**config.mk**
```make
export PLATFORM = sky130hd
export DESIGN_NAME = serial_slave_port
export DESIGN_NICKNAME = d
export VERILOG_FILES = /design/src/rtl/serial_slave_port.sv
export SDC_FILE = /design/constraint.sdc
export NUM_CORES = 1
export LEC_CHECK = 0
export CORE_MARGIN = 2
export CORE_UTILIZATION = 44
export CTS_BUF_LIST = sky130_fd_sc_hd__clkbuf_2
export DETAILED_ROUTE_END_ITERATION = 6
export GPL_TIMING_DRIVEN = 0
export PLACE_DENSITY = 0.68
export SLEW_MARGIN = 30
export SYNTH_ARGS = -nofsm -noshare
export SYNTH_HDL_FRONTEND = slang
export SYNTH_SLANG_ARGS = --single-unit
```
**constraint.sdc**
```tcl
create_clock -name clk -period 3.42 [get_ports clk]
set_input_delay 0.684 -clock clk [delete_from_list [all_inputs] [get_ports clk]]
set_output_delay 0.684 -clock clk [all_outputs]
set_load 0.03 [all_outputs]
```
**src/rtl/serial_slave_port.sv**
```systemverilog
// serial_slave_port: responder end of the single-wire serial bus.
// Receives a master frame on rx (start, rw, address, optional write data),
// performs one local memory read or write, then returns a response on tx
// (start, status, optional read data). Half-duplex: one frame at a time.
module serial_slave_port #(
  parameter int ADDR_W     = 12,
  parameter int DATA_W     = 8,
  parameter int RD_TIMEOUT = 16
) (
  input  logic              clk,
  input  logic              rst,
  input  logic              rx,
  output logic              tx,
  input  logic              busy,
  output logic [ADDR_W-1:0] mem_addr,
  output logic [DATA_W-1:0] mem_wdata,
  output logic              mem_we,
  output logic              mem_re,
  input  logic [DATA_W-1:0] mem_rdata,
  input  logic              mem_rvalid,
  output logic              frame_done
);

  localparam int MAX_W = (ADDR_W > DATA_W) ? ADDR_W : DATA_W;
  localparam int CNT_W = $clog2(MAX_W) + 1;
  localparam int TO_W  = $clog2(RD_TIMEOUT + 1);

  localparam logic [CNT_W-1:0] CNT_ZERO  = CNT_W'(0);
  localparam logic [CNT_W-1:0] CNT_ONE   = CNT_W'(1);
  localparam logic [CNT_W-1:0] ADDR_LAST = CNT_W'(ADDR_W - 1);
  localparam logic [CNT_W-1:0] DATA_LAST = CNT_W'(DATA_W - 1);
  localparam logic [TO_W-1:0]  TO_ZERO   = TO_W'(0);
  localparam logic [TO_W-1:0]  TO_ONE    = TO_W'(1);
  localparam logic [TO_W-1:0]  TO_LAST   = TO_W'(RD_TIMEOUT);

  typedef enum logic [3:0] {
    IDLE     = 4'd0,
    RX_RW    = 4'd1,
    RX_ADDR  = 4'd2,
    RX_DATA  = 4'd3,
    MEM_WR   = 4'd4,
    MEM_RD   = 4'd5,
    WAIT_RD  = 4'd6,
    TX_START = 4'd7,
    TX_STAT  = 4'd8,
    TX_DATA  = 4'd9
  } state_t;

  state_t            state;
  logic [CNT_W-1:0]  bit_cnt;
  logic [TO_W-1:0]   to_cnt;
  logic              rw;
  logic              err;
  logic [DATA_W-1:0] rdata;

  // Frame FSM: every output is registered, so tx shows the value chosen by
  // the state one cycle earlier; frame_done is raised together with the last
  // response bit.
  always_ff @(posedge clk) begin
    if (rst) begin
      state      <= IDLE;
      bit_cnt    <= CNT_ZERO;
      to_cnt     <= TO_ZERO;
      rw         <= 1'b0;
      err        <= 1'b0;
      rdata      <= {DATA_W{1'b0}};
      tx         <= 1'b0;
      mem_addr   <= {ADDR_W{1'b0}};
      mem_wdata  <= {DATA_W{1'b0}};
      mem_we     <= 1'b0;
      mem_re     <= 1'b0;
      frame_done <= 1'b0;
    end else begin
      mem_we     <= 1'b0;
      mem_re     <= 1'b0;
      frame_done <= 1'b0;
      case (state)
        IDLE: begin
          tx      <= 1'b0;
          bit_cnt <= CNT_ZERO;
          // A start bit in the frame_done cycle belongs to no frame.
          if (rx && !frame_done) begin
            state <= RX_RW;
          end
        end
        RX_RW: begin
          rw      <= rx;
          bit_cnt <= CNT_ZERO;
          state   <= RX_ADDR;
        end
        RX_ADDR: begin
          // LSB arrives first, so shift in from the top.
          mem_addr <= {rx, mem_addr[ADDR_W-1:1]};
          if (bit_cnt == ADDR_LAST) begin
            bit_cnt <= CNT_ZERO;
            state   <= rw ? RX_DATA : MEM_RD;
          end else begin
            bit_cnt <= bit_cnt + CNT_ONE;
          end
        end
        RX_DATA: begin
          mem_wdata <= {rx, mem_wdata[DATA_W-1:1]};
          if (bit_cnt == DATA_LAST) begin
            bit_cnt <= CNT_ZERO;
            state   <= MEM_WR;
          end else begin
            bit_cnt <= bit_cnt + CNT_ONE;
          end
        end
        MEM_WR: begin
          if (!busy) begin
            mem_we <= 1'b1;
            err    <= 1'b0;
            state  <= TX_START;
          end
        end
        MEM_RD: begin
          if (!busy) begin
            mem_re <= 1'b1;
            to_cnt <= TO_ZERO;
            state  <= WAIT_RD;
          end
        end
        WAIT_RD: begin
          // Data arriving on the timeout cycle still wins.
          if (mem_rvalid) begin
            rdata <= mem_rdata;
            err   <= 1'b0;
            state <= TX_START;
          end else if (to_cnt == TO_LAST) begin
            err   <= 1'b1;
            state <= TX_START;
          end else begin
            to_cnt <= to_cnt + TO_ONE;
          end
        end
        TX_START: begin
          tx    <= 1'b1;
          state <= TX_STAT;
        end
        TX_STAT: begin
          tx <= err;
          if (!rw && !err) begin
            bit_cnt <= CNT_ZERO;
            state   <= TX_DATA;
          end else begin
            frame_done <= 1'b1;
            state      <= IDLE;
          end
        end
        TX_DATA: begin
          tx    <= rdata[0];
          rdata <= rdata >> 1;
          if (bit_cnt == DATA_LAST) begin
            frame_done <= 1'b1;
            state      <= IDLE;
          end else begin
            bit_cnt <= bit_cnt + CNT_ONE;
          end
        end
        default: begin
          tx    <= 1'b0;
          state <= IDLE;
        end
      endcase
    end
  end

endmodule
```
[Word level (Yosys, flattened, before mapping)]
Index checks and enable logic that the tools add are counted.
Word-level totals
  bits in registers: 48
  bits in latches: 0
  memory bits (writable): 0
  ROM bits: 0
  input bits: 13
  output and inout bits: 24
  word-level logic and storage cells: 90
  memories: 0
Cells by class
  $add $sub $neg: 2
  multiply operators: 0
  div/mod/pow operators: 0
  order comparisons: 0
  eq/ne operators: 24
  shift-type cells: 0
  multiplexer cells: 31
  bitwise gates (word level): 2
  reductions and logical operators: 19
Operators by type and width (number)
  $pmux W4 S10: 1
  $mux W4: 9
  $mux W5: 7
  $pmux W5 S5: 1
  $ne A2 B2 Y1 const B: 11
  $eq A4 B3 Y1 const B: 4
  $pmux W8 S2: 1
  $add A5 B1 Y5 const B: 2
  $pmux W5 S2: 1
  $eq A4 B2 Y1 const B: 2
  $eq A4 B4 Y1 const B: 2
  $mux W8: 1
  $reduce_and A7 Y1: 1
  $mux W1: 6
  $reduce_and A3 Y1: 2
  $reduce_bool A2 Y1: 3
  $reduce_or A2 Y1: 3
  $reduce_or A6 Y1: 1
  $eq A5 B3 Y1 const B: 1
  $eq A5 B4 Y1 const B: 1
  $eq A5 B5 Y1 const B: 1
  $reduce_bool A5 Y1: 1
  $eq A4 B1 Y1 const B: 1
  $logic_not A4 Y1: 1
  9 further kinds: 14

[Logic depth before layout (Yosys ltp)]
  depth in word-level cells: 4
  gate-level depth with buffers: 7
  mapped depth without buffers: 7

[Least setup slack after synthesis]
OpenSTA, ideal clock, no wires.
  path kind: register to register
  start: register to_cnt[0]
  end: register state[2]
  setup time: 0.135 ns
  arrival time: 1.459 ns
  data required time: 3.285 ns
  setup slack: 1.826 ns
  cell stages (with the launch flop): 8
  path buffers: 0
  clock period less this slack: 1.594 ns
  cells stage by stage: dfxtp_1 -> inv_1 -> ha_1 -> and4bb_2 -> nor3_1 -> o211ai_4 -> a41oi_1 -> a311oi_1
Between the ends
  longest elaborated chain between the ends: 3
RTL lines
  start: declaration: line 51  | logic [TO_W-1:0] to_cnt;
  start signal: assignment: line 134  | to_cnt <= to_cnt + TO_ONE;
  $eq A5 B5 Y1: line 130  | end else if (to_cnt == TO_LAST) begin
  $ne A3 B3 Y1 (no source line)
  $reduce_and A7 Y1 (no source line)
  end signal: assignment: line 96  | state <= rw ? RX_DATA : MEM_RD;
  end: declaration: line 49  | state_t state;
No other way between the ends.
A chain may end at the register's enable or synchronous reset.

[Final worst setup path]
  start: register mem_wdata[2]
  end: output mem_wdata[2]
RTL lines
  start: declaration: line 16  | output logic [DATA_W-1:0] mem_wdata,
  start signal: assignment: line 69  | mem_wdata <= {DATA_W{1'b0}};
  start signal: assignment: line 102  | mem_wdata <= {rx, mem_wdata[DATA_W-1:1]};
No word-level cell between the ends.

==> results.json <==
{
  "total_power_mw": 1.09,
  "vias": 1996,
  "finalSetupViolCount": 0,
  "cp.buffers_inverters": 1,
  "muxShareOfSynthArea_pct": 4.59,
  "synth_top_area_share_pct": 43.5,
  "cts_tree": "built",
  "synth_async_sr_flop_share_pct": 0,
  "n_fill_cell": 470,
  "grt_pass1_wl_um": 8250,
  "period_needed_ns": 2.24,
  "yosysSeqAreaShare_pct": 43.5,
  "synthXorXnorAreaFrac_pct": 1.59,
  "clockBufferDepth": 2,
  "min_period_over_period_pct": 65.5,
  "postCtsHoldBufs": 0,
  "portBuffers": 35,
  "avgRoutedWirePerCell_um": 13.1,
  "first_iter_violations": 83,
  "synth_compound_area_share_pct": 19.4,
  "area_growth_pct": 22.9,
  "grt_max_degree": 17,
  "grt_pass1_vias": 1810,
  "gr-usage-met2_pct": 30.4,
  "hold_path.class": "register to register",
  "peakVddDrop_uv": 219,
  "cts_setup_buffers": 0,
  "layout-drive-gt1-share_pct": 6.51,
  "rsz0062_at_grt": "false",
  "synth-edff-count": 0,
  "grtUsageMet1_pct": 25.1,
  "chipHeight_um": 74.8,
  "placed_area_um2": 2640,
  "ys_warn_count": 0,
  "wl_um": 4900,
  "path_cells": "clkdlybuf4s50_1",
  "max_stage_delay_ns": 0.68,
  "leakagePower_nw": 0.925,
  "tns_ns": 0,
  "viasPerCell": 5.34,
  "netlist_area_um2": 2210,
  "fin_util_pct": 56.7,
  "dp_cells": 366,
  "syn_nets": 280,
  "cp-end-kind": "output pin",
  "p_per_area_nw_per_um2": 402,
  "syn_avg_cell_area_um2": 8.37,
  "die_x_um": 74.8,
  "worstSkewPairLatency_ns": 0.44,
  "drtAntennaViolNets": 0,
  "syn_inst": 264,
  "synth_top_family_by_area": "simple AND/OR/NAND/NOR gates",
  "grt_usage_pct": 19.2,
  "busiest_layer": "met2",
  "worstMarginPinSlew_ns": 0.538,
  "first_pass_iters": 4,
  "core_area_um2": 4790,
  "ys_ff_latch": 48,
  "ctsResizeCount": 0,
  "crit_path_start_kind": "register",
  "drc_errors": 0,
  "crit_arrival_ns": 1.56,
  "synth_most_common_cell": "dfxtp_1",
  "synth-simple-area-share_pct": 25.7,
  "maxCapViolCount": 0,
  "place_hpwl_um": 3510,
  "whs_ns": 0.479,
  "dieArea_um2": 5600,
  "required_ns": 2.74,
  "synth.largest_area_cell": "dfxtp_1",
  "ios": 37,
  "start_util_pct": 46.1,
  "fin_ws_ns": 1.18,
  "numCtsBuffers": 5,
  "worst_clock_skew_ns": 0.0184,
  "final_max_slew_viol_count": 0,
  "cts_root_buffer": "clkbuf_2",
  "insertedDiodeCount": 0,
  "clock-sinks": 48,
  "final_cells": 374,
  "design_area_um2": 2710,
  "antenna_found_initial": 0,
  "path_max_fanout": 3,
  "rows": 25,
  "synth_flop_cell": "dfxtp_1",
  "netlist_top_cells_count": "48 x dfxtp_1, 39 x nand2_1, 29 x a21oi_1",
  "synth.area.top_cells": "dfxtp_1 44%, nand2_1 6.6%, a21oi_1 6.6%",
  "grt_overflow": 0,
  "worstSetupPathType": "register to output pin",
  "nNetsFinal": 322,
  "slew_headroom_pct": 64.1,
  "cts-htree-levels": 2,
  "gp_congestion": 0.875,
  "ys_types": 45,
  "status": "finished, final reports clean",
  "synth_fa_ha_area_share_pct": 1.70,
  "use_met3_pct": 6.02,
  "max_freq_mhz": 446,
  "hold_viol": 0,
  "clk_pin_slew_ns": 0.26,
  "place_worst_setup_slack_ns": 1.17,
  "cp_slowest_cell": "clkdlybuf4s50_1",
  "crit_family": "buffers and inverters"
}
==> layout make-up <==
cell class                 instances  area [um2]  area share [%]
inverter                           4        15.0           0.553
clock buffer                       5        25.0           0.922
timing repair buffer              35         350            12.9
multi-input combinational        197        1170            43.1
tap                               67        83.8            3.09
sequential                        48         961            35.4
clock inverter                     3        46.3            1.71
buffer                            15        63.8            2.35
==> layout by cell type, fill, tap and decap left out, types with 3 or more instances in the layout <==
| cell | n |
|---|---|
| xor2_1 | 3 |
| inv_1 | 4 |
| clkdlybuf4s50_1 | 35 |
| nor3b_1 | 5 |
| clkbuf_2 | 5 |
| and3_1 | 4 |
| o22ai_1 | 4 |
| nor2_1 | 25 |
| nand2_1 | 39 |
| mux2i_1 | 9 |
| buf_2 | 6 |
| nand2b_1 | 5 |
| a21oi_1 | 29 |
| clkbuf_1 | 8 |
| nor3_1 | 9 |
| dfxtp_1 | 48 |
| a22oi_1 | 4 |
| nor2b_1 | 4 |
| ha_1 | 3 |
| o21ai_0 | 9 |
| nand3b_1 | 3 |
| a311oi_1 | 4 |
| nand3_1 | 11 |
==> worst paths after layout <==
kind           startpoint      endpoint  slack [ns]  cells after the start
max          mem_wdata[2]  mem_wdata[2]        1.18                      1
min              rdata[1]      rdata[1]        0.48                      2
max reg2reg    bit_cnt[1]    bit_cnt[2]        1.56                      6
min reg2reg      rdata[1]      rdata[1]        0.48                      2
==> power breakdown <==
part / leakage, nW / switching, mW / internal [mW]
Clock: 0.0396 / 0.195 / 0.126
Sequential: 0.387 / 0.00768 / 0.572
Combinational: 0.499 / 0.119 / 0.0716
==> state kept, by name, indices dropped and copies added, names as in the netlist, 4 cells and up <==
register and count:
bit_cnt 5, mem_addr 12, mem_wdata 8, rdata 8
state 4, to_cnt 5
==> layer usage <==
metal  vias to the layer above  share of wire (%)
met5                         -                  0
met4                         0                1.2
met3                         7                4.2
met2                        38                 46
met1                       930                 49
li1                       1021                  -
==> worst register-to-register path: cells and delay by family, from the launching register on <==
kind / cells / cell delay (ns)
and+or+nand+nor: 2 / 0.38
DFF: 1 / 0.42
AOI/OAI and AO/OA: 3 / 0.75
adders and majority gates: 1 / 0.26
==> logic make-up after synthesis <==
group,count (synthesis)
AND/OR/NAND/NOR,115
adder cells (fa/ha/maj),3
multiplexers,10
buffers and inverters,19
flip-flops,48
AO/OA/AOI/OAI,65
XOR/XNOR,4
Note: power is estimated with default switching activity, not from simulation.
